[src/rtl/uart_tx_arbiter.sv]
// uart_tx_arbiter: packet-based round-robin sharing of a single UART byte
// transmitter among N_REQ requesters. A granted requester keeps the
// transmitter until its last byte has gone out, or until it leaves its
// request low for HOLD_TO cycles in the middle of a packet.
module uart_tx_arbiter #(
    parameter int N_REQ   = 4,
    parameter int HOLD_TO = 1024
) (
    input  logic               Clk,
    input  logic               Rst,
    input  logic [N_REQ-1:0]   i_Req,
    input  logic [8*N_REQ-1:0] i_Data,
    input  logic [N_REQ-1:0]   i_Last,
    output logic [N_REQ-1:0]   o_Grant,
    output logic [N_REQ-1:0]   o_Ack,
    output logic [N_REQ-1:0]   o_Abort,
    output logic               o_TxStart,
    output logic [7:0]         o_TxData,
    input  logic               i_TxBusy
);

    localparam int PW = $clog2(N_REQ);
    localparam int HW = $clog2(HOLD_TO + 1);

    // Counter value at which the next idle cycle reaches HOLD_TO.
    localparam logic [HW-1:0] HOLD_LAST = HW'(HOLD_TO - 1);
    localparam logic [HW-1:0] HOLD_ONE  = HW'(1);
    // Pointer parks on the highest index so requester 0 is scanned first.
    localparam logic [PW-1:0] PTR_RST   = PW'(N_REQ - 1);

    typedef enum logic [1:0] {
        ST_IDLE    = 2'd0,
        ST_LOAD    = 2'd1,
        ST_WAIT_HI = 2'd2,
        ST_WAIT_LO = 2'd3
    } state_t;

    state_t             state_q,   state_d;
    logic [N_REQ-1:0]   grant_q,   grant_d;
    logic [N_REQ-1:0]   ack_q,     ack_d;
    logic [N_REQ-1:0]   abort_q,   abort_d;
    logic               start_q,   start_d;
    logic [7:0]         txdata_q,  txdata_d;
    logic [PW-1:0]      ptr_q,     ptr_d;
    logic               last_q,    last_d;
    logic [HW-1:0]      hold_q,    hold_d;

    logic [PW-1:0]      gidx_s;
    logic               sel_req_s;
    logic               sel_last_s;
    logic [7:0]         sel_data_s;
    logic [N_REQ-1:0]   rr_pick_s;

    // First set request bit strictly after ptr, wrapping around; one-hot.
    function automatic logic [N_REQ-1:0] rr_pick(input logic [N_REQ-1:0] req,
                                                 input logic [PW-1:0]    ptr);
        logic [N_REQ-1:0] pick;
        logic             found;
        int               idx;
        pick  = {N_REQ{1'b0}};
        found = 1'b0;
        for (int i = 1; i <= N_REQ; i++) begin
            idx = (int'(ptr) + i >= N_REQ) ? (int'(ptr) + i - N_REQ) : (int'(ptr) + i);
            if (!found && req[idx]) begin
                pick[idx] = 1'b1;
                found     = 1'b1;
            end
        end
        return pick;
    endfunction

    // Binary index of a one-hot vector (OR-encoded, zero for an empty vector).
    function automatic logic [PW-1:0] onehot_idx(input logic [N_REQ-1:0] oh);
        logic [PW-1:0] r;
        r = {PW{1'b0}};
        for (int k = 0; k < N_REQ; k++) begin
            r = r | (PW'(k) & {PW{oh[k]}});
        end
        return r;
    endfunction

    // AND-OR select of the byte slice belonging to the one-hot owner.
    function automatic logic [7:0] slice_sel(input logic [8*N_REQ-1:0] data,
                                             input logic [N_REQ-1:0]   oh);
        logic [7:0] r;
        r = 8'h00;
        for (int k = 0; k < N_REQ; k++) begin
            r = r | (data[8*k +: 8] & {8{oh[k]}});
        end
        return r;
    endfunction

    assign gidx_s     = onehot_idx(grant_q);
    assign sel_req_s  = |(i_Req & grant_q);
    assign sel_last_s = |(i_Last & grant_q);
    assign sel_data_s = slice_sel(i_Data, grant_q);
    assign rr_pick_s  = rr_pick(i_Req, ptr_q);

    // Next-state and output decode of the grant/transfer FSM.
    always_comb begin
        state_d  = state_q;
        grant_d  = grant_q;
        ptr_d    = ptr_q;
        last_d   = last_q;
        hold_d   = hold_q;
        txdata_d = txdata_q;
        ack_d    = {N_REQ{1'b0}};
        abort_d  = {N_REQ{1'b0}};
        start_d  = 1'b0;
        case (state_q)
            ST_IDLE: begin
                if (|i_Req) begin
                    grant_d = rr_pick_s;
                    hold_d  = {HW{1'b0}};
                    state_d = ST_LOAD;
                end else begin
                    state_d = ST_IDLE;
                end
            end
            ST_LOAD: begin
                if (sel_req_s) begin
                    // Request present: the hold counter only waits for busy.
                    if (!i_TxBusy) begin
                        start_d  = 1'b1;
                        ack_d    = grant_q;
                        txdata_d = sel_data_s;
                        last_d   = sel_last_s;
                        hold_d   = {HW{1'b0}};
                        state_d  = ST_WAIT_HI;
                    end else begin
                        state_d  = ST_LOAD;
                    end
                end else if (hold_q == HOLD_LAST) begin
                    abort_d = grant_q;
                    grant_d = {N_REQ{1'b0}};
                    ptr_d   = gidx_s;
                    hold_d  = {HW{1'b0}};
                    state_d = ST_IDLE;
                end else begin
                    hold_d  = hold_q + HOLD_ONE;
                end
            end
            ST_WAIT_HI: begin
                if (i_TxBusy) begin
                    state_d = ST_WAIT_LO;
                end else begin
                    state_d = ST_WAIT_HI;
                end
            end
            ST_WAIT_LO: begin
                if (!i_TxBusy) begin
                    if (last_q) begin
                        grant_d = {N_REQ{1'b0}};
                        ptr_d   = gidx_s;
                        state_d = ST_IDLE;
                    end else begin
                        state_d = ST_LOAD;
                    end
                end else begin
                    state_d = ST_WAIT_LO;
                end
            end
            default: begin
                grant_d = {N_REQ{1'b0}};
                state_d = ST_IDLE;
            end
        endcase
    end

    // State and registered outputs, with synchronous reset.
    always_ff @(posedge Clk) begin
        if (Rst) begin
            state_q  <= ST_IDLE;
            grant_q  <= {N_REQ{1'b0}};
            ack_q    <= {N_REQ{1'b0}};
            abort_q  <= {N_REQ{1'b0}};
            start_q  <= 1'b0;
            txdata_q <= 8'h00;
            ptr_q    <= PTR_RST;
            last_q   <= 1'b0;
            hold_q   <= {HW{1'b0}};
        end else begin
            state_q  <= state_d;
            grant_q  <= grant_d;
            ack_q    <= ack_d;
            abort_q  <= abort_d;
            start_q  <= start_d;
            txdata_q <= txdata_d;
            ptr_q    <= ptr_d;
            last_q   <= last_d;
            hold_q   <= hold_d;
        end
    end

    assign o_Grant   = grant_q;
    assign o_Ack     = ack_q;
    assign o_Abort   = abort_q;
    assign o_TxStart = start_q;
    assign o_TxData  = txdata_q;

endmodule

[config.mk]
export PLATFORM = sky130hd
export DESIGN_NAME = uart_tx_arbiter
export DESIGN_NICKNAME = d
export VERILOG_FILES = /design/src/rtl/uart_tx_arbiter.sv
export SDC_FILE = /design/constraint.sdc
export NUM_CORES = 1
export LEC_CHECK = 0
export BUFFER_PORTS_ARGS = -buffer_cell sky130_fd_sc_hd__buf_2
export CORE_MARGIN = 8
export CORE_UTILIZATION = 29
export DETAILED_ROUTE_END_ITERATION = 12
export SYNTH_ARGS = -nofsm -noshare
export SYNTH_HDL_FRONTEND = slang
export SYNTH_SLANG_ARGS = --single-unit
[constraint.sdc]
create_clock -name Clk -period 2.3 [get_ports Clk]
set_clock_uncertainty 0.1 [all_clocks]
set_input_delay 0.23 -clock Clk [delete_from_list [all_inputs] [get_ports Clk]]
set_output_delay 0.23 -clock Clk [all_outputs]
set_load 0.005 [all_outputs]
==> impl_metrics.py <==
metrics = {
    "clock_tree": {
        "post_cts_buffers": 0,
        "clk_pin_slew_ps": 80,
        "cts_buffer_depth": 2,
        "cts_buffers": 5,
        "htree_levels": 2,
        "cts_tree": "built",
        "insertion_delay_ps": 290,
        "clkSinkCount": 37,
        "cts_root_buf": "clkbuf_8",
    },
    "timing": {
        "drv_slew": 0,
        "finalCritPeriodShare_pct": 92.6,
        "min_period_ps": 2130,
        "rsz0062_at_grt": "false",
        "slew-limit-headroom_pct": 53.4,
        "setup_slack_ps": 170,
        "tightest_slew_ps": 697,
        "setup_viol": 0,
        "max_freq_mhz": 469,
        "hold_violations": 0,
        "finalSetupTns_ps": 0,
    },
    "worst_setup_path": {
        "worstPathRequired_ps": 2370,
        "critPathArrivalTime_ps": 2200,
        "rrSetupSlack_ps": 170,
        "critPathKind": "reg -> reg",
        "critPathLaunchType": "flip-flop",
        "critPathCaptureType": "flip-flop",
        "cp_max_fo": 4,
    },
    "die": {
        "coreArea_sq_um": 6790,
        "die_w_um": 99.9,
        "die_area_sq_um": 9980,
        "num_rows": 30,
        "io_pins": 64,
        "start_util_pct": 30.1,
        "die_h_um": 99.9,
    },
    "hold_path": {
        "holdCritPathClass": "in -> reg",
    },
    "synthesis": {
        "ys_types": 47,
        "synth_seq_cells": 37,
        "synth_area_per_cell_sq_um": 9.12,
        "syn_nets": 276,
        "synth_area_sq_um": 2040,
        "yosysTopAreaCell": "dfxtp_1",
        "ys_seq_area_share_pct": 36.3,
        "synth_top_area_share_pct": 36.3,
        "synth_area_leaders": "dfxtp_1, a22oi_1, ha_1",
        "synthFlopType": "dfxtp_1",
        "synthCells": 224,
        "synth_edf_count": 0,
        "synth_warnings": 0,
        "async_flop_share_pct": 0,
    },
    "cells_and_area": {
        "fill_cells": 689,
        "layout_commonest_cell": "buf_2",
        "final_nets": 347,
        "diodes": 0,
        "final_cell_mix": "buf_2, dfxtp_1, nor2_1",
        "area_delta_synth_final_pct": 26.5,
        "drive_gt1_share_pct": 31.1,
    },
    "global_routing": {
        "gr-total-overflow": 0,
        "track_usage_pct": 11.0,
        "grt_pass1_vias": 1870,
        "antenna_found_initial": 0,
        "grt_pass1_wl_mm": 9.02,
        "grt_max_degree": 21,
    },
    "detailed_routing": {
        "routed_wl_mm": 5.37,
        "drt_iter0_markers": 74,
        "vias_per_cell": 4.89,
        "wl_per_cell_um": 13.7,
        "drtAntennaViolNets": 0,
        "drc_errors": 0,
        "drtPass1Iterations": 4,
        "vias": 1917,
    },
    "pwr": {
        "power.density_nw_per_um2": 551,
        "leakagePower_nw": 1.09,
        "vdd_drop_max_mv": 0.216,
    },
    "run": {
        "maxCapViolCount": 0,
    },
    "place": {
        "routabilityCongestion": 0.770,
        "hpwl_mm": 4.11,
        "dpl_worst_slack_ps": 181,
        "portBuffers": 63,
    },
    "run_status": {
        "status": "completed",
    },
}
[power by group]
| part | total [mW] | leakage [nW] | switching, mW | internal [mW] |
|---|---|---|---|---|
| Combinational | 0.300 | 0.749 | 0.163 | 0.137 |
| Clock | 0.437 | 0.0450 | 0.227 | 0.210 |
| Sequential | 0.687 | 0.300 | 0.0198 | 0.667 |
[per-layer routing]
| layer | part of all wire, % | vias up | GRT usage (%) |
|---|---|---|---|
| li1 | - | 968 | - |
| met1 | 45 | 894 | 13.4 |
| met2 | 47 | 49 | 18.1 |
| met3 | 6.7 | 6 | 3.04 |
| met4 | 1.3 | 0 | 3.84 |
| met5 | 0 | - | 0 |
[cells in the mapped netlist, types with 2 or more instances]
cell type and count:
dfxtp_1 37, nor2_1 30, a22oi_1 20, nand3_1 14, o21ai_0 14, a21oi_1 9
ha_1 9, and2_1 8, nand2_1 7, xnor2_1 7, nor3_1 5, a221o_1 4
a2bb2oi_1 4, inv_1 4, nor3b_1 4, clkbuf_1 3, dlygate4sd1_1 3, a21o_1 2
a31oi_1 2, and4_1 2, clkbuf_8 2, mux2i_1 2, mux4_1 2, mux4_2 2
nand2b_1 2, nor2b_1 2, nor4_1 2, nor4_2 2, o21bai_1 2
[worst max-delay path, cell delays in order (launching register included)]
cell and delay [ps]:
dfxtp_1 340, inv_1 110, ha_4 310, mux4_2 540, a21oi_1 140, a2bb2oi_1 170
nor2_1 60, a221o_1 250
[cells by family (layout without fill, tap and decap cells)]
group,count (synthesis),after routing,share of synthesized area [%]
multiplexers,7,7,6.31
AO/OA/AOI/OAI,62,62,20.7
AND/OR/NAND/NOR,88,88,23.5
buffers and inverters,14,86,4.72
adder cells (fa/ha/maj),9,9,5.51
flip-flops,37,37,36.3
XOR/XNOR,7,7,3.00
[metrics by stage]
stage	instances	power (mW)	area (sq um)	hold WS (ps)	utilization (%)
2_1_floorplan	224	0.886	2050	348	-
3_3_place_gp	384	0.997	2490	363	36.7
3_5_place_dp	384	1.00	2490	368	36.7
4_1_cts	392	1.44	2570	218	37.9
5_1_grt	392	1.50	2580	252	38.0
6_report	392	1.42	2580	222	38.0
[repair_timing]
item                       in CTS  in global routing
hold buffers                    0                  0
setup endpoints to repair       0                  2
gates resized for setup         0                  1
[final timing paths]
| check | start | end | cells past startpoint |
|---|---|---|---|
| worst max-delay path | ptr_q[0]$_SDFFE_PP1P_ | o_Grant[3]$_SDFFE_PP0P_ | 7 |
| worst min-delay path | i_Last[2] | last_q$_SDFFE_PP0P_ | 5 |
| worst max register to register | ptr_q[0]$_SDFFE_PP1P_ | o_Grant[3]$_SDFFE_PP0P_ | 7 |
| worst min register to register | hold_q[1]$_SDFFE_PP0P_ | hold_q[1]$_SDFFE_PP0P_ | 2 |
[sequential cells by signal (all words and copies together) (netlist names)]
register and count:
state_q 2, o_Ack 4, o_Abort 4, hold_q 11
ptr_q 2, o_TxStart 1, last_q 1, o_Grant 4
o_TxData 8
[cell type report]
| class | count | area (sq um) | area share [%] |
|---|---|---|---|
| clock buffer | 6 | 72.6 | 2.81 |
| multi-input combinational | 173 | 1230 | 47.5 |
| sequential | 37 | 741 | 28.7 |
| tap | 96 | 120 | 4.65 |
| clock inverter | 2 | 10.0 | 0.388 |
| inverter | 4 | 15.0 | 0.581 |
| timing repair buffer | 74 | 398 | 15.4 |
No activity file was read; power rests on OpenSTA's default activity.
